===== src/rtl/if_pkg.sv =====
// Shared types and constants for the instruction fetch unit.
package if_pkg;

  localparam logic [31:0] NOP_INSTR        = 32'h0000_0013;
  localparam logic [31:0] RESET_PC_DEFAULT = 32'h0000_0000;

  typedef enum logic [1:0] {
    FETCH_REQ  = 2'd0,
    FETCH_WAIT = 2'd1,
    FETCH_DROP = 2'd2
  } fetch_state_e;

  typedef struct packed {
    logic [31:0] pc;
    logic [31:0] instr;
  } fetch_entry_t;

  function automatic logic [31:0] word_align(input logic [31:0] addr);
    return addr & 32'hFFFF_FFFC;
  endfunction

endpackage


===== src/rtl/fetch_skid_buf.sv =====
// One-entry skid register holding a fetched {pc, instr} pair that arrived
// while the output stage was full and stalled.
module fetch_skid_buf
  import if_pkg::*;
(
  input  logic         clk,
  input  logic         reset,
  input  logic         clear,
  input  logic         load,
  input  logic         pop,
  input  fetch_entry_t load_entry,
  output logic         valid,
  output fetch_entry_t entry
);

  // Clear beats load, load beats pop (a simultaneous load+pop replaces the entry).
  always_ff @(posedge clk) begin
    if (reset || clear) begin
      valid <= 1'b0;
      entry <= '0;
    end else if (load) begin
      valid <= 1'b1;
      entry <= load_entry;
    end else if (pop) begin
      valid <= 1'b0;
    end
  end

endmodule


===== src/rtl/instr_fetch_unit.sv =====
// Instruction fetch unit: issues one outstanding instruction-memory read at a
// time, buffers one response in a skid entry under stall, and discards stale
// responses after a redirect.
module instr_fetch_unit
  import if_pkg::*;
#(
  parameter logic [31:0] RESET_PC  = RESET_PC_DEFAULT,
  parameter logic [31:0] NOP_INSTR = if_pkg::NOP_INSTR
) (
  input  logic        clk,
  input  logic        reset,
  input  logic        stall,
  input  logic        redirect_valid,
  input  logic [31:0] redirect_pc,
  output logic        imem_req,
  output logic [31:0] imem_addr,
  input  logic        imem_gnt,
  input  logic        imem_rvalid,
  input  logic [31:0] imem_rdata,
  output logic [31:0] pc_out,
  output logic [31:0] instr_out,
  output logic        instr_valid
);

  fetch_state_e state;
  logic [31:0]  fetch_pc;
  logic [31:0]  req_pc;

  logic         skid_valid;
  fetch_entry_t skid_entry;
  logic         skid_load;
  logic         skid_pop;

  logic         accepted;
  logic         rsp;
  logic         consume;
  logic         out_free;
  fetch_entry_t rsp_entry;

  // Requests are held back while both the output and skid slots are occupied,
  // so a returning response always has somewhere to land.
  assign imem_req  = !reset && (state == FETCH_REQ) && !(instr_valid && skid_valid);
  assign imem_addr = fetch_pc;

  assign accepted  = imem_req && imem_gnt;
  assign rsp       = (state == FETCH_WAIT) && imem_rvalid;
  assign consume   = instr_valid && !stall;
  assign out_free  = !instr_valid || consume;
  assign rsp_entry = '{pc: req_pc, instr: imem_rdata};

  // Skid control: refill output from skid first, park responses that cannot enter the output.
  always_comb begin
    skid_load = 1'b0;
    skid_pop  = 1'b0;
    if (!redirect_valid) begin
      if (out_free) begin
        skid_pop  = skid_valid;
        skid_load = skid_valid && rsp;
      end else begin
        skid_load = rsp;
      end
    end
  end

  fetch_skid_buf u_skid (
    .clk        (clk),
    .reset      (reset),
    .clear      (redirect_valid),
    .load       (skid_load),
    .pop        (skid_pop),
    .load_entry (rsp_entry),
    .valid      (skid_valid),
    .entry      (skid_entry)
  );

  // Fetch FSM: request issue, response wait, and stale-response drop.
  always_ff @(posedge clk) begin
    if (reset) begin
      state    <= FETCH_REQ;
      fetch_pc <= RESET_PC;
      req_pc   <= '0;
    end else begin
      case (state)
        FETCH_REQ: begin
          if (redirect_valid) begin
            fetch_pc <= word_align(redirect_pc);
            if (accepted) state <= FETCH_DROP;
          end else if (accepted) begin
            req_pc   <= fetch_pc;
            fetch_pc <= fetch_pc + 32'd4;
            state    <= FETCH_WAIT;
          end
        end
        FETCH_WAIT: begin
          if (redirect_valid) begin
            fetch_pc <= word_align(redirect_pc);
            // A response arriving in the redirect cycle is itself the stale
            // one; it is discarded here and there is nothing left to drop.
            state    <= imem_rvalid ? FETCH_REQ : FETCH_DROP;
          end else if (imem_rvalid) begin
            state <= FETCH_REQ;
          end
        end
        FETCH_DROP: begin
          if (redirect_valid) fetch_pc <= word_align(redirect_pc);
          if (imem_rvalid) state <= FETCH_REQ;
        end
        default: state <= FETCH_REQ;
      endcase
    end
  end

  // Output register: flush on redirect, hold on stall, else refill from skid or response.
  always_ff @(posedge clk) begin
    if (reset || redirect_valid) begin
      instr_valid <= 1'b0;
      instr_out   <= NOP_INSTR;
      pc_out      <= '0;
    end else if (out_free) begin
      if (skid_valid) begin
        instr_valid <= 1'b1;
        pc_out      <= skid_entry.pc;
        instr_out   <= skid_entry.instr;
      end else if (rsp) begin
        instr_valid <= 1'b1;
        pc_out      <= rsp_entry.pc;
        instr_out   <= rsp_entry.instr;
      end else if (consume) begin
        instr_valid <= 1'b0;
        instr_out   <= NOP_INSTR;
      end
    end
  end

endmodule


===== config.mk =====
export PLATFORM = sky130hd
export DESIGN_NAME = instr_fetch_unit
export DESIGN_NICKNAME = d
export VERILOG_FILES = /design/src/rtl/if_pkg.sv /design/src/rtl/fetch_skid_buf.sv /design/src/rtl/instr_fetch_unit.sv
export SDC_FILE = /design/constraint.sdc
export NUM_CORES = 1
export LEC_CHECK = 0
export ABC_CLOCK_PERIOD_IN_PS = 2300
export BUFFER_PORTS_ARGS = -buffer_cell sky130_fd_sc_hd__buf_4
export CORE_UTILIZATION = 30
export DETAILED_ROUTE_END_ITERATION = 6
export PLACE_DENSITY = 0.52
export REMOVE_ABC_BUFFERS = 1
export SETUP_SLACK_MARGIN = 0.05
export SYNTH_ARGS = -nofsm -noshare
export SYNTH_HDL_FRONTEND = slang
export SYNTH_SLANG_ARGS = --single-unit
export TNS_END_PERCENT = 1

===== constraint.sdc =====
create_clock -name clk -period 2.3 [get_ports clk]
set_input_delay 0 -clock clk [delete_from_list [all_inputs] [get_ports clk]]
set_output_delay 0 -clock clk [all_outputs]
set_load 0.1 [all_outputs]

# ---- Yosys cells after proc, flatten, opt, wreduce, memory -nomap -nowiden
# Index checks and enable logic that the tools add are counted.
dict set report op_classes {
  bitwise 1
  addsub 1
  muxes 25
  eq_ne 5
  n_reduce_logical 23
}
# op count
set ops {}
lappend ops {{$mux 32} 8}
lappend ops {{$pmux 32 s2} 1}
lappend ops {{$add 32x3->32 const B} 1}
lappend ops {{$mux 2} 6}
lappend ops {{$mux 1} 9}
lappend ops {{$logic_and 1x1->1} 7}
lappend ops {{$pmux 2 s3} 1}
lappend ops {{$reduce_and 3->1} 2}
lappend ops {{$reduce_bool 2->1} 3}
lappend ops {{$logic_not 1->1} 4}
lappend ops {{$reduce_and 2->1} 2}
lappend ops {{$ne 3x3->1 const B} 1}
lappend ops {{$reduce_bool 3->1} 1}
lappend ops {{$eq 2x1->1 const B} 1}
lappend ops {{$eq 2x2->1 const B} 1}
lappend ops {{$logic_not 2->1} 1}
lappend ops {{$logic_or 1x1->1} 2}
lappend ops {{$ne 2x1->1 const B} 1}
lappend ops {{$ne 2x2->1 const B} 1}
lappend ops {{$reduce_or 2->1} 1}
lappend ops {{$not 1->1} 1}
dict set report word_totals {
  register_bits 196
  in_bits 70
  elab_cells 64
  out_inout_bits 98
}

# ---- Logic depth before layout (Yosys ltp)
dict set report logic_depth {
  depth_word 7
  mapped_depth 9
  depth_no_buf 7
}

# ---- Cells and area by module
# Synthesis repeated with hierarchy kept, for this count alone.
dict set report hier_totals {
  hier_cells 942
  hier_area_um2 8306.7
}
# module seq_area_each_um2 area_per_inst_um2 cells_per_inst instances
set modules_own_cells {}
lappend modules_own_cells {instr_fetch_unit 2542.4 5988.2 731 1}
lappend modules_own_cells {fetch_skid_buf 1301.2 2318.5 211 1}

# ---- Least setup slack after synthesis
# Ideal clock, no wire load.
dict set report synth_path {
  path_kind {register to register}
  from {register fetch_pc[7] (netlist: imem_addr[7])}
  to {register fetch_pc[26] (netlist: imem_addr[26])}
  synth_period_minus_slack_ps 2786
  n_path_buf 1
  setup_ps 75
  stages_incl_launch_ff 7
  slack_ps -486
  required_ps 2225
  arrival_time_ps 2711
  cell_sequence {dfxtp_1 > and4_1 > buf_6 > nand3_4 > or4_4 > or4_1 > a31oi_1}
}
dict set report synth_via {
  elab_chain_cells 4
}
# item line
set synth_lines {}
lappend synth_lines {{start: declaration} instr_fetch_unit.sv:26} ;# logic [31:0] fetch_pc;
lappend synth_lines {{start signal: assignment} instr_fetch_unit.sv:86} ;# fetch_pc <= word_align(redirect_pc);
lappend synth_lines {{start signal: assignment} instr_fetch_unit.sv:90} ;# fetch_pc <= fetch_pc + 32'd4;
lappend synth_lines {{start signal: assignment} instr_fetch_unit.sv:96} ;# fetch_pc <= word_align(redirect_pc);
lappend synth_lines {{$add 32x3->32} instr_fetch_unit.sv:90}
lappend synth_lines {{$mux 32} instr_fetch_unit.sv:88} ;# end else if (accepted) begin
lappend synth_lines {{$mux 32} instr_fetch_unit.sv:85} ;# if (redirect_valid) begin
lappend synth_lines {{$pmux 32 s2} instr_fetch_unit.sv:83} ;# case (state)
# Every way passes these cells. The select of a mux whose other input is x is not followed.
# A chain may end at the register's enable or synchronous reset.

# ---- Worst setup path after layout
dict set report layout_path {
  from {register fetch_pc[9] (netlist: imem_addr[9])}
  to {register fetch_pc[26] (netlist: imem_addr[26])}
}
# Same word-level chain as after synthesis.

==> run summary <==
The synthesized area is 0.008177 sq mm. Across the run, the number of max-cap violations was 0. Counting flops with a built-in enable in the synthesized netlist gives 0. Buffers inserted during clock tree synthesis total 17.

Pin placement for this block handled 168 I/O pins. The nature of the critical path startpoint is a register. The nature of the critical path endpoint is a register. Of all flip-flops after synthesis, the portion carrying an async set or reset was 0%. The die height is 167.1 um. Each instance of the synthesized netlist takes up on average 8.185 sq um. Across every metal layer, demand over resource in global routing totals 18.02%. The diode insertion count for antenna repair came out at 0. The placeable core region is 0.02688 sq mm. The die extent in x came out at 167.1 um. The clock latency at the later pin of the worst-skew pair is 430 ps. Wires add up to 24.91 mm. The final global-route overflow total is 0. The worst flop-to-flop path startpoint is imem_addr[9]. The tightest slew margin relative to the limit is 52.36%. The ratio of final minimum period to clock period came out at 92.28%. The number of buffers added for setup after CTS is 0. The number of instances in the synthesized netlist is 999. The area share of the largest cell type after synthesis came out at 46.03%. Cells fill 41.51% of the core in the end. TritonCTS built the clock tree. The routability-driven placement congestion ratio is 0.7798. The remaining design rule violation count came out at 0.

The arrival time of data at the critical path endpoint is 2480 ps. The biggest area consumer among synthesized cells is dfxtp_1. The root cell of the clock tree is clkbuf_16. The clock edge transition at the registers on the reported setup and hold paths came out at 70 ps.

The required time reported for the critical path endpoint is 2650 ps. The number of clock sinks seen by CTS is 188. The number of buffers added on ports is 161.

The number of DRC markers after the initial detailed-route iteration is 403. The leakage power of the design came out at 3.958 nW. The register area share after synthesis came out at 46.03%.

The share of final-layout standard cells stronger than drive strength 1 is 23.23%. The number of iterations in the first detailed-routing pass is 5. The run finished with clean final reports. The worst min-delay path startpoint is redirect_valid. The worst setup path is of the reg2reg kind. The initialized floorplan defines 60 standard-cell rows. After layout, the minimum clock period comes to 2122 ps. The number of setup violations in the final report came out at 0.

The final design area excluding fillers is 0.01116 sq mm. The peak supply drop came out at 376.9 uV. After detailed routing, the average wire length per cell comes to 15.98 um. The net total in the final layout is 1,280.

In the synthesized netlist the dominant register cell turns out to be dfxtp_1. Sorting the synthesized cells by area gives the leading types as dfxtp_1 (46%), nand2_1 (10%), a21oi_1 (7.7%). The deepest clock path buffer count came out at 2. The count of final hold-check violations is 0.

In the routed layout, each cell is associated on average with a via count of 4.954. The remaining number of nets flagged by the antenna check after routing is 0. The initial core utilization came out at 30.42%. The actual slew at the worst max-slew pin is 714.5 ps.

In this run the worst hold path is classified as in2reg. The detailed placement HPWL came out at 16.33 mm. The number of slew-limit violations in the final report came out at 0. The growth of design area from synthesis to finish is 36.45%. The count of warnings emitted by yosys is 0. The achievable clock frequency came out at 471.2 MHz.

The number of antenna violations at the first check in global routing was 0. The number of distinct library cells after synthesis is 55. The total number of H-tree levels came out at 4.

The first global-routing pass estimated 39.88 mm of wire. Setup repair after global routing left no endpoint under its margin. The maximum number of pins on one net before global-route repair is 94. The area of the die came out at 0.02792 sq mm. The via count of the first global-routing pass came out at 7,374.

The clock tree skew after final layout came out at 9.879 ps. The final route contains 7,724 vias. The placed instances occupy a cell area of 0.009930 sq mm. The synthesis-stage register bit count came out at 188. For this design the ratio of total power to cell area is 710.5 mW/mm^2. The launch point of the critical path is imem_addr[9].

The peak fanout along the critical path came out at 6.
-- flip-flops by register name, summed over array words and instances, names as in the netlist --
register and cells:
imem_addr 30, instr_out 32, instr_valid 1, pc_out 30, req_pc 30, state 2, u_skid.entry 62, u_skid.valid 1
-- cell families after synthesis --
group / after synthesis / share of synthesized area, %
mux: 65 / 8.401
other cells: 1 / 0.04586
flops: 188 / 46.03
fa+ha+maj: 5 / 0.7651
compound gates: 258 / 19.33
simple gates: 392 / 21.01
buf+inv: 90 / 4.422
-- cell usage after synthesis, types with 8 or more instances --
| cell | n |
|---|---|
| nand2_1 | 227 |
| dfxtp_1 | 188 |
| a21oi_1 | 125 |
| nor2_1 | 78 |
| clkbuf_1 | 75 |
| mux2i_1 | 36 |
| a211oi_1 | 33 |
| a22oi_1 | 29 |
| mux2_2 | 29 |
| o21ai_0 | 27 |
| nand4_1 | 17 |
| nand3_1 | 14 |
| a32oi_1 | 8 |
-- power breakdown --
part / switching (W) / internal (W)
clock: 0.00138 / 0.00170
sequential: 0.0000824 / 0.00333
combinational: 0.000985 / 0.000449
total: 0.00245 / 0.00548
-- layout by cell type, fill, tap and decap left out, types with 6 or more instances in the layout --
cell type and n:
nand2_1 227, buf_4 199, dfxtp_1 187, a21oi_1 124, nor2_1 78, dlygate4sd3_1 62
mux2i_1 36, a211oi_1 33, mux2_2 29, a22oi_1 29, o21ai_0 25, clkbuf_16 18
nand4_1 17, nand3_1 14, a32oi_1 8, inv_1 6, nand2b_1 6, or3_1 6
nor4_1 6, buf_12 6
-- worst max-delay path, stage by stage, from the launching register on --
cell	delay, ps
dfxtp_1	420
and4_2	320
nand3_4	90
or4_4	560
or4_1	480
a31oi_1	170
-- per-stage QoR --
stage | setup slack, ps | hold slack (ps) | power, W | cells | TNS (ps)
finish | 177.6 | 15.47 | 0.007927 | 1559 | 0
global route | 57.60 | 31.27 | 0.008256 | 1559 | 0
CTS | 158.4 | 8.478 | 0.008036 | 1559 | 0
detailed placement | 182.2 | 266.1 | 0.004843 | 1465 | 0
global placement | 219.4 | 256.7 | 0.004839 | 1465 | 0
floorplan | -3691 | 69.07 | 0.004345 | 919 | -517520
-- cell type report --
type,instances,area (sq um)
Fill cell,2761,15720
Clock inverter,12,147.6
Multi-Input combinational cell,724,4096
Clock buffer,20,457.9
Timing Repair Buffer,267,2235
Inverter,7,26.28
Sequential cell,188,3767
Tap cell,341,426.7
-- final timing paths --
check,endpoint,slack (ps),cells past startpoint
setup / recovery,imem_addr[26],180,5
setup reg to reg,imem_addr[26],180,5
hold / removal,instr_out[1],20,3
hold reg to reg,u_skid.entry[54],450,2
-- layer usage --
metal	global-route usage (%)	up-vias	share of wire [%]	wire, um
met5	0	-	0	0
met4	5.193	0	1.0	260
met3	3.096	18	4.2	1046
met2	29.82	187	47	11640
met1	23.99	3598	48	11970
li1	-	3921	-	-
-- timing repair --
action	in CTS	in global routing
hold endpoints to repair	98	0
hold buffers	62	0
resized for setup	0	1
setup endpoints to repair	0	1
Power figures use the tool's default switching activity.
